===== config.mk =====
export PLATFORM = sky130hd
export DESIGN_NAME = misr_sig_engine
export DESIGN_NICKNAME = d
export VERILOG_FILES = /design/src/rtl/misr_sig_engine.sv
export SDC_FILE = /design/constraint.sdc
export NUM_CORES = 1
export LEC_CHECK = 0
export BUFFER_PORTS_ARGS = -buffer_cell sky130_fd_sc_hd__buf_2
export CORE_ASPECT_RATIO = 1.2
export CORE_MARGIN = 3
export CORE_UTILIZATION = 53
export DETAILED_ROUTE_END_ITERATION = 12
export PLACE_DENSITY = 0.86
export SLEW_MARGIN = 5
export SYNTH_ARGS = -nofsm -noshare
export SYNTH_HDL_FRONTEND = slang
export SYNTH_SLANG_ARGS = --single-unit

===== constraint.sdc =====
create_clock -name i_clk -period 6.57 [get_ports i_clk]
set_input_delay 0.3285 -clock i_clk [delete_from_list [all_inputs] [get_ports i_clk]]
set_output_delay 0.3285 -clock i_clk [all_outputs]
set_load 0.01 [all_outputs]

===== src/rtl/misr_sig_engine.sv =====
// Multiple-input signature register engine with start/busy/done handshake for BIST.
// Optional golden-signature compare is enabled by defining MISR_GOLDEN_CMP_EN.
module misr_sig_engine #(
  parameter int unsigned         NUM_BITS = 54,
  parameter logic [NUM_BITS-1:0] TAP_MASK = 54'h30000000030000,
  parameter int unsigned         CNT_W    = 16
) (
  input  logic                i_clk,
  input  logic                i_rst,
  input  logic                i_start,
  input  logic [NUM_BITS-1:0] i_seed,
  input  logic [CNT_W-1:0]    i_len,
  input  logic                i_data_vld,
  input  logic [NUM_BITS-1:0] i_data,
`ifdef MISR_GOLDEN_CMP_EN
  input  logic [NUM_BITS-1:0] i_golden,
  output logic                o_pass,
`endif
  output logic                o_busy,
  output logic                o_done,
  output logic [NUM_BITS-1:0] o_sig,
  output logic [CNT_W-1:0]    o_cnt
);

  typedef enum logic [1:0] {
    IDLE,
    RUN,
    DONE
  } state_t;

  state_t              state;
  logic [NUM_BITS-1:0] sig;
  logic [NUM_BITS-1:0] sig_next;
  logic [CNT_W-1:0]    cnt;
  logic [CNT_W-1:0]    len;
  logic [CNT_W-1:0]    last_idx;
  logic                fb;

  // XNOR feedback: all-ones is the lock-up state rather than all-zeros.
  always_comb begin
    fb       = ~(^(sig & TAP_MASK));
    sig_next = {sig[NUM_BITS-2:0], fb} ^ i_data;
    last_idx = len - CNT_W'(1);
  end

  always_ff @(posedge i_clk or posedge i_rst) begin
    if (i_rst) begin
      state  <= IDLE;
      sig    <= '0;
      cnt    <= '0;
      len    <= '0;
      o_busy <= 1'b0;
      o_done <= 1'b0;
`ifdef MISR_GOLDEN_CMP_EN
      o_pass <= 1'b0;
`endif
    end else begin
      case (state)
        IDLE, DONE: begin
          if (i_start) begin
            sig <= i_seed;
            cnt <= '0;
            len <= i_len;
            if (i_len == '0) begin
              // Zero-length run completes immediately with the seed as signature.
              state  <= DONE;
              o_busy <= 1'b0;
              o_done <= 1'b1;
`ifdef MISR_GOLDEN_CMP_EN
              o_pass <= (i_seed == i_golden);
`endif
            end else begin
              state  <= RUN;
              o_busy <= 1'b1;
              o_done <= 1'b0;
`ifdef MISR_GOLDEN_CMP_EN
              o_pass <= 1'b0;
`endif
            end
          end
        end
        RUN: begin
          if (i_data_vld) begin
            sig <= sig_next;
            cnt <= cnt + CNT_W'(1);
            if (cnt == last_idx) begin
              state  <= DONE;
              o_busy <= 1'b0;
              o_done <= 1'b1;
`ifdef MISR_GOLDEN_CMP_EN
              o_pass <= (sig_next == i_golden);
`endif
            end
          end
        end
        default: begin
          state  <= IDLE;
          o_busy <= 1'b0;
          o_done <= 1'b0;
        end
      endcase
    end
  end

  assign o_sig = sig;
  assign o_cnt = cnt;

endmodule

=== Word-level counts from Yosys, hierarchy flattened ===
Cells that the tools add are included.

* Register bits: 90
* Bits of input ports: 128
* Logic and storage cells: 45

* Add/sub/neg operators: 2
* Equal/unequal tests: 6
* Multiplexer cells: 21
* Bitwise gates (word level): 2
* Reductions and logical operators: 8

{| class="wikitable"
|+ Operators by type and width
! cell !! count
|-
| 2-to-1 mux 54 bit || 2
|-
| case mux 54 bit (2 select lines) || 1
|-
| XOR reduction 54 bit || 1
|-
| XOR 54 bit || 1
|-
| 2-to-1 mux 16 bit || 2
|-
| case mux 16 bit (2 select lines) || 1
|-
| adder 16 x 1 -> 16 bit (second input constant) || 1
|-
| == test 16 bit || 1
|-
| logical NOT 16 bit || 1
|-
| subtractor 16 x 1 -> 16 bit (second input constant) || 1
|-
| 2-to-1 mux 1 bit || 8
|-
| 2-to-1 mux 2 bit || 4
|-
| inequality test 2 bit (second input constant) || 3
|-
| AND reduction 3 bit || 2
|-
| case mux 1 bit (2 select lines) || 2
|-
| case mux 2 bit (2 select lines) || 1
|-
| == test 2 x 1 -> 1 bit (second input constant) || 1
|-
| == test 2 bit (second input constant) || 1
|-
| logical NOT 2 bit || 1
|-
| AND reduction 2 bit || 1
|-
| nonzero test 2 bit || 1
|-
| OR reduction 2 bit || 1
|-
| inverter 1 bit || 1
|}

=== Longest topological paths before layout ===
Gate-level depths: netlist of the first run.

* Word-level depth: 5
* Depth in mapped cells: 8
* Mapped depth without buffers: 8

=== Worst setup path before layout of the first run ===
OpenSTA, ideal clock, no wires.

* Kind: register to register
* Start point: register len[0]
* End point: register o_busy
* Library setup time: 138 ps
* Arrival time: 2081 ps
* Data required time: 6432 ps
* Slack: 4351 ps
* Stages on the path, launching flop included: 9
* Path through: dfrtp_1 inv_1 ha_1 nor4b_4 nand2_1 xor2_1 a2111o_1 nor4_2 o22ai_1

* Cells in the longest elaborated chain, start to end: 4

{| class="wikitable"
|+ Ends and longest elaborated chain
! item !! line !! RTL
|-
| start, declared || 35 || <nowiki>logic [CNT_W-1:0] len;</nowiki>
|-
| start signal, assigned || 63 || <nowiki>len <= i_len;</nowiki>
|-
| subtractor 16 x 1 -> 16 bit || 43 || <nowiki>last_idx = len - CNT_W'(1);</nowiki>
|-
| == test 16 bit || 86 || <nowiki>if (cnt == last_idx) begin</nowiki>
|-
| inequality test 2 bit (no line) || -- ||
|-
| AND reduction 3 bit (no line) || -- ||
|-
| end signal, assigned || 52 || <nowiki>o_busy <= 1'b0;</nowiki>
|-
| end signal, assigned || 88 || <nowiki>o_busy <= 1'b0;</nowiki>
|-
| end signal, assigned || 98 || <nowiki>o_busy <= 1'b0;</nowiki>
|-
| end, declared || 19 || <nowiki>output logic o_busy,</nowiki>
|}

Every way passes these cells.
A chain may end at the register's enable or synchronous reset.

=== Worst setup path in the final report of the first run ===
* Start point: register len[8]
* End point: register state[0]

* Cells in the longest elaborated chain, start to end: 4

{| class="wikitable"
|+ Ends and longest elaborated chain
! item !! line !! RTL
|-
| subtractor 16 x 1 -> 16 bit || 43 ||
|-
| == test 16 bit || 86 ||
|-
| inequality test 2 bit (no line) || -- ||
|-
| AND reduction 3 bit (no line) || -- ||
|-
| end signal, assigned || 48 || <nowiki>state <= IDLE;</nowiki>
|-
| end signal, assigned || 87 || <nowiki>state <= DONE;</nowiki>
|-
| end signal, assigned || 97 || <nowiki>state <= IDLE;</nowiki>
|-
| end, declared || 31 || <nowiki>state_t state;</nowiki>
|}

Every way passes these cells.

==> impl_metrics.csv, run 1 <==
group,metric,value,unit
outcome,status,"completed",
drt,wirelength,13.6,mm
setup_path,worst_ep_required_time,6.79,ns
yosys,syn_inst,596,
cts,cts_root_buffer,"clkbuf_8",
power_and_ir_drop,seq_power_share,38.2,%
yosys,synth_top_area_share,44.5,%
yosys,syn_area,0.00500,mm2
cts,clkSinkCount,89,
layout,nFillCells,775,
layout,fin_util,68.2,%
grt,grt_use_total,26.4,%
yosys,avgSynthCellArea,8.39,um2
power_and_ir_drop,p_int,1.54,mW
cts,holdBufCountCts,0,
setup_path,endpoint_kind,"flop",
sta,slew_viol_final,0,
yosys,synth-seq-area-share,44.5,%
setup_path,slowest_delay,0.65,ns
power_and_ir_drop,power.switching,1.23,mW
yosys,yosysWarnings,0,
sta,skew,0.00654,ns
drt,dr.pass1.iters,4,
floorplan,die_w,94.7,um
placed_design,dp_slack,4.08,ns
grt,antenna_found_initial,0,
grt,grt_max_degree,113,
power_and_ir_drop,p_leak,2.99,nW
yosys,synth_seq_cells,89,
cts,h-tree-depth,3,
sta,setup_tns,0,ns
floorplan,die_area,0.0106,mm2
setup_path,crit_chain,"nor4_1, nand4_1, xnor2_1, or4_1, nor4_2, o21ai_1",
floorplan,die_y,112,um
floorplan,initial_core_util,54.8,%
grt,grt_first_pass_wirelength,22.2,mm
power_and_ir_drop,swShare,44.3,%
sta,tightest_slew,1.11,ns
placed_design,dp_hpwl,10.3,mm
layout,final_cell_count_no_fill,900,
drt,vias,4782,
sta,setup_violations,0,
sta,relSlewSlack,25.7,%
setup_path,crit_family,"simple AND/OR/NAND/NOR gates",
placed_design,port_buffers,199,
sta,max_freq,394,MHz
cts,clk_pin_slew,0.09,ns
layout,diodes,0,
drt,via_per_inst,5.31,
layout,seqCellArea,0.00223,mm2
sta,period_share,38.6,%
cts,cts_buffer_depth,2,
power_and_ir_drop,power.density_cell_area,445,mW/mm2
floorplan,num_io_pins,200,
worst_hold_path,hold_class,"in2reg",
setup_path,cp_max_fo,6,
sta,min_period,2.54,ns
placed_design,dp_cells,884,
setup_path,arrival,2.75,ns
power_and_ir_drop,power.total,2.77,mW
yosys,yosys.area.top_type,"dfrtp_1",
drt,wl_per_cell,15.1,um
yosys,synth_nets,726,
layout,multi_input_area,0.00263,mm2
sta,finalHoldViolCount,0,
cts,cts_setup_buffers,0,
drt,drc_errors,0,
cts,cts_tree,"done",
yosys,synth_common_cells,"nand2_1, dfrtp_1, nor2_1",
yosys,synth-edff-count,0,
sta,rsz0062_at_grt,"no",
yosys,async_flop_share,100,%
power_and_ir_drop,ir_drop,242,uV
setup_path,slowest_stage,"nor4_1",
drt,drtIter0Drc,217,
drt,ant_nets,0,
flow_run,drv_cap,0,
sta,finalWorstSetupSlack,4.03,ns
layout,drive_gt1_share,29.0,%
power_and_ir_drop,power.share.combinational,49.2,%
layout,synthToLayoutAreaGrowth,24.5,%
yosys,synth_area_leaders,"dfrtp_1, xnor2_1, nand2_1, o21ai_0, a21oi_1",
placed_design,finalWeightedCongestion,0.923,
setup_path,crit_path_start_kind,"flop",
cts,post_cts_resized,0,
yosys,synth.distinct_cells,48,
setup_path,path_class,"reg2reg",
power_and_ir_drop,clockPowerShare,12.6,%
grt,first_global_vias,4648,
yosys,synth-main-ff-cell,"dfrtp_1",
cts,insertion_delay,0.36,ns
yosys,synth_most_common_cell,"nand2_1",
setup_path,critPathBufInv,0,
cts,cts_buffers,9,
floorplan,core,0.00913,mm2
grt,grt-ovfl-total,0,
layout,nets,905,
floorplan,rows,38,
[logic make-up after synthesis]
group	Yosys count	share of synthesized area [%]
buffers and inverters	41	3.33
flip-flops	89	44.5
adder cells (fa/ha/maj)	2	0.500
XOR/XNOR	88	15.4
AO/OA/AOI/OAI	143	15.3
AND/OR/NAND/NOR	233	21.0
[per-stage QoR]
| stage | instance area, um2 | hold WS [ns] |
|---|---|---|
| floorplan | 5000 | 0.434 |
| global placement | 6050 | 0.501 |
| detailed placement | 6050 | 0.516 |
| CTS | 6230 | 0.151 |
| global route | 6230 | 0.166 |
| finish | 6230 | 0.167 |
[routing by layer]
| layer | wire length (um) | GRT usage (%) | vias up |
|---|---|---|---|
| met2 | 6750 | 43.5 | 191 |
| met3 | 1120 | 6.30 | 27 |
| li1 | - | - | 2350 |
| met5 | 0 | 0 | - |
| met1 | 5340 | 32.6 | 2214 |
| met4 | 376 | 11.6 | 0 |
[placed cells by master, fill, tap and decap left out, types with 3 or more instances in the layout]
cell	netlist	final
o21ai_0	65	65
nand4_1	6	6
buf_2	0	199
clkbuf_8	0	11
inv_1	7	6
or3_1	4	4
buf_4	1	3
nand2_1	109	109
xnor2_1	70	70
nor2_1	72	71
clkbuf_1	31	3
xor2_1	18	18
nor3_1	5	5
nor4_1	7	7
dfrtp_1	89	89
nand3_1	8	8
a21oi_1	61	60
[flip-flops by register name, indices dropped and copies added, names as in the netlist]
name    flops
len        16
o_cnt      16
state       2
o_sig      54
o_busy      1
[power by group through the flow]
stage | clock, mW | combinational [mW] | sequential (mW)
finish | 0.348 | 1.36 | 1.06
global route | 0.381 | 1.54 | 1.10
CTS | 0.359 | 1.38 | 1.06
detailed placement | 0 | 1.37 | 1.07
global placement | 0 | 1.32 | 1.06
floorplan | 0 | 0.911 | 1.08
[final timing paths]
kind	startpoint	end	slack (ns)	cells past startpoint
max in group asynchronous	i_rst	o_sig[29]	5.54	3
worst min register to register	o_sig[31]	o_sig[31]	0.53	2
worst min-delay path	i_len[7]	len[7]	0.17	3
min in group asynchronous	i_rst	o_sig[42]	0.30	3
worst max-delay path	len[8]	state[0]	4.03	6
worst max register to register	len[8]	state[0]	4.03	6
[worst register-to-register path: stages (launching register included)]
cell     delay (ns)
dfrtp_1        0.47
nor4_1         0.65
nand4_1        0.20
xnor2_1        0.16
or4_1          0.53
nor4_2         0.28
o21ai_1        0.10
[area by class of cell]
cell class | count | share of cell area, %
flip-flops and latches | 89 | 35.8
well taps | 120 | 2.41
multi-input cells | 466 | 42.2
repair buffers | 202 | 16.4
inverters | 7 | 0.442
clock buffers | 14 | 2.61
clock inverters | 2 | 0.201
No activity file was read; power rests on OpenSTA's default activity.
==> run 2, diff against run 1 <==
Settings changed: ABC_AREA set to 1, CORE_UTILIZATION 53 to 50, PLACE_DENSITY 0.86 to 0.81.
Clock period 6.57 ns to 2.6 ns, I/O delays scaled along.
==> run 2 against run 1 <==
Effect of this change:
- register-to-register slack got worse by 3.4 ns
- sequential power up 140%
- clock skew fell by 0.0020 ns
- via count rose by 6.6%
- total power rose to 2.9 times the previous value
- highest routed layer unchanged
==> impl_metrics.csv, run 2 <==
group,metric,value,unit
setup_path,worst_ep_required_time,2.83,ns
yosys,synth-main-ff-cell,"dfrtp_1",
outcome,status,"completed",
floorplan,core,0.0101,mm2
yosys,synth_seq_cells,89,
cts,clk_pin_slew,0.06,ns
drt,drc_errors,0,
floorplan,die_area,0.0117,mm2
worst_hold_path,hold_depth,3,
grt,grt_max_degree,65,
sta,skew,0.00454,ns
drt,vias,5098,
yosys,avgSynthCellArea,7.60,um2
layout,seqCellArea,0.00223,mm2
yosys,synth-seq-area-share,42.8,%
placed_design,dp_hpwl,10.8,mm
yosys,synth_most_common_cell,"nand2_1",
cts,cts_buffers,9,
sta,rsz0062_at_grt,"no",
layout,layout_common_cells,"buf_2, nand2_1, dfrtp_1, nor2_1, o21ai_0",
grt,antenna_found_initial,0,
cts,h-tree-depth,3,
setup_path,arrival,2.22,ns
floorplan,rows,40,
grt,grt_use_total,24.0,%
layout,final_common_cell,"buf_2",
yosys,yosys.area.top_type,"dfrtp_1",
placed_design,port_buffers,199,
cts,insertion_delay,0.34,ns
cts,cts_root_buffer,"clkbuf_16",
yosys,synth_top_area_share,42.8,%
yosys,synth_nets,815,
grt,grt-ovfl-total,0,
drt,wl_per_cell,14.1,um
setup_path,path_class,"reg2reg",
setup_path,endpoint_kind,"flop",
yosys,yosysWarnings,0,
yosys,synth_common_cells,"nand2_1, dfrtp_1, nor2_1",
sta,finalHoldViolCount,0,
cts,post_cts_resized,0,
layout,nFillCells,913,
sta,setup_violations,0,
layout,multi_input_area,0.00268,mm2
yosys,async_flop_share,100,%
sta,max_freq,504,MHz
floorplan,initial_core_util,51.5,%
cts,cts_buffer_depth,2,
cts,holdBufCountCts,1,
drt,dr.pass1.iters,4,
drt,drtIter0Drc,222,
setup_path,cp_max_fo,7,
sta,setup_tns,0,ns
power_and_ir_drop,p_leak,3.41,nW
worst_hold_path,hold_class,"in2reg",
cts,clkSinkCount,89,
power_and_ir_drop,ir_drop,796,uV
yosys,syn_area,0.00521,mm2
grt,grt_first_pass_wirelength,22.7,mm
setup_path,r2r.worst_path.cells,10,
drt,dr_wl_met3,1.11,mm
layout,diodes,0,
drt,ant_nets,0,
drt,m1WireLength,5.63,mm
yosys,synth_area_leaders,"dfrtp_1, nand2_1, xnor2_1, o21ai_0, nor2_1",
cts,cts_setup_buffers,0,
layout,drive_gt1_share,27.8,%
cts,cts_tree,"done",
layout,nets,1006,
power_and_ir_drop,power.density_cell_area,1190,mW/mm2
sta,relSlewSlack,58.1,%
flow_run,drv_cap,0,
sta,period_share,76.4,%
sta,slew_viol_final,0,
floorplan,num_io_pins,200,
layout,synthToLayoutAreaGrowth,28.3,%
layout,largest_reg_flops,54,
drt,via_per_inst,5.06,
sta,min_period,1.99,ns
layout,fin_util,66.1,%
floorplan,die_w,99.2,um
yosys,synth.distinct_cells,40,
drt,wirelength,14.2,mm
grt,first_global_vias,4883,
yosys,syn_inst,685,
drt,dr_wl_met2,7.11,mm
setup_path,crit_path_start_kind,"flop",
sta,tightest_slew,0.628,ns
yosys,synth-edff-count,0,
drt,highest-signal-layer,"met4",
placed_design,finalWeightedCongestion,0.847,
floorplan,die_y,118,um
run 2: where the power goes:
group | internal, mW | switching, mW
Combinational | 1.61 | 2.34
Sequential | 1.97 | 0.613
Clock | 0.891 | 0.535
run 2: per-stage QoR:
step	cells	total power, mW	cell area [um2]	hold WS (ns)	setup slack, ns
floorplan	685	5.30	5210	0.247	0.163
global placement	990	6.45	6340	0.225	0.702
detailed placement	990	6.55	6340	0.225	0.631
CTS	1007	8.01	6680	0.00342	0.625
global route	1007	8.63	6680	0.0292	0.421
finish	1007	7.96	6680	0.00531	0.614
run 2: worst paths after layout:
path | from | endpoint | slack (ns)
max | o_cnt[0] | o_cnt[12] | 0.61
min | i_len[13] | len[13] | 0.005
max reg2reg | o_cnt[0] | o_cnt[12] | 0.61
min reg2reg | len[15] | len[15] | 0.50
max in group asynchronous | i_rst | o_sig[25] | 1.50
min in group asynchronous | i_rst | o_sig[3] | 0.40
run 2: worst max-delay path: stages (launching register included):
cell and delay (ns):
dfrtp_1 0.48, ha_1 0.22, inv_1 0.09, nor4_2 0.38, nand2_1 0.09, inv_1 0.13
nand2_1 0.08, inv_1 0.08, nand4_1 0.12, o21ai_1 0.16, nor2_1 0.05
run 2: kinds of logic after synthesis:
group | Yosys count | share of synthesized area (%)
AOI/OAI and AO/OA | 135 | 13.4
and+or+nand+nor | 310 | 25.5
xor gates and xnor gates | 72 | 12.1
adders and majority gates | 2 | 0.480
buffers and inverters | 77 | 5.74
DFF | 89 | 42.8
run 2: layout make-up:
type                    instances  share of cell area, %
clock buffers                  11                   3.78
clock inverters                 5                   1.16
inverters                      50                   2.83
multi-input cells             519                   40.1
flip-flops and latches         89                   33.3
well taps                     126                   2.36
repair buffers                207                   16.4
run 2: metal layers:
metal / GRT usage [%] / vias up
met5: 0 / -
met4: 8.28 / 0
met3: 6.34 / 26
met2: 41.0 / 177
met1: 29.1 / 2320
li1: - / 2575
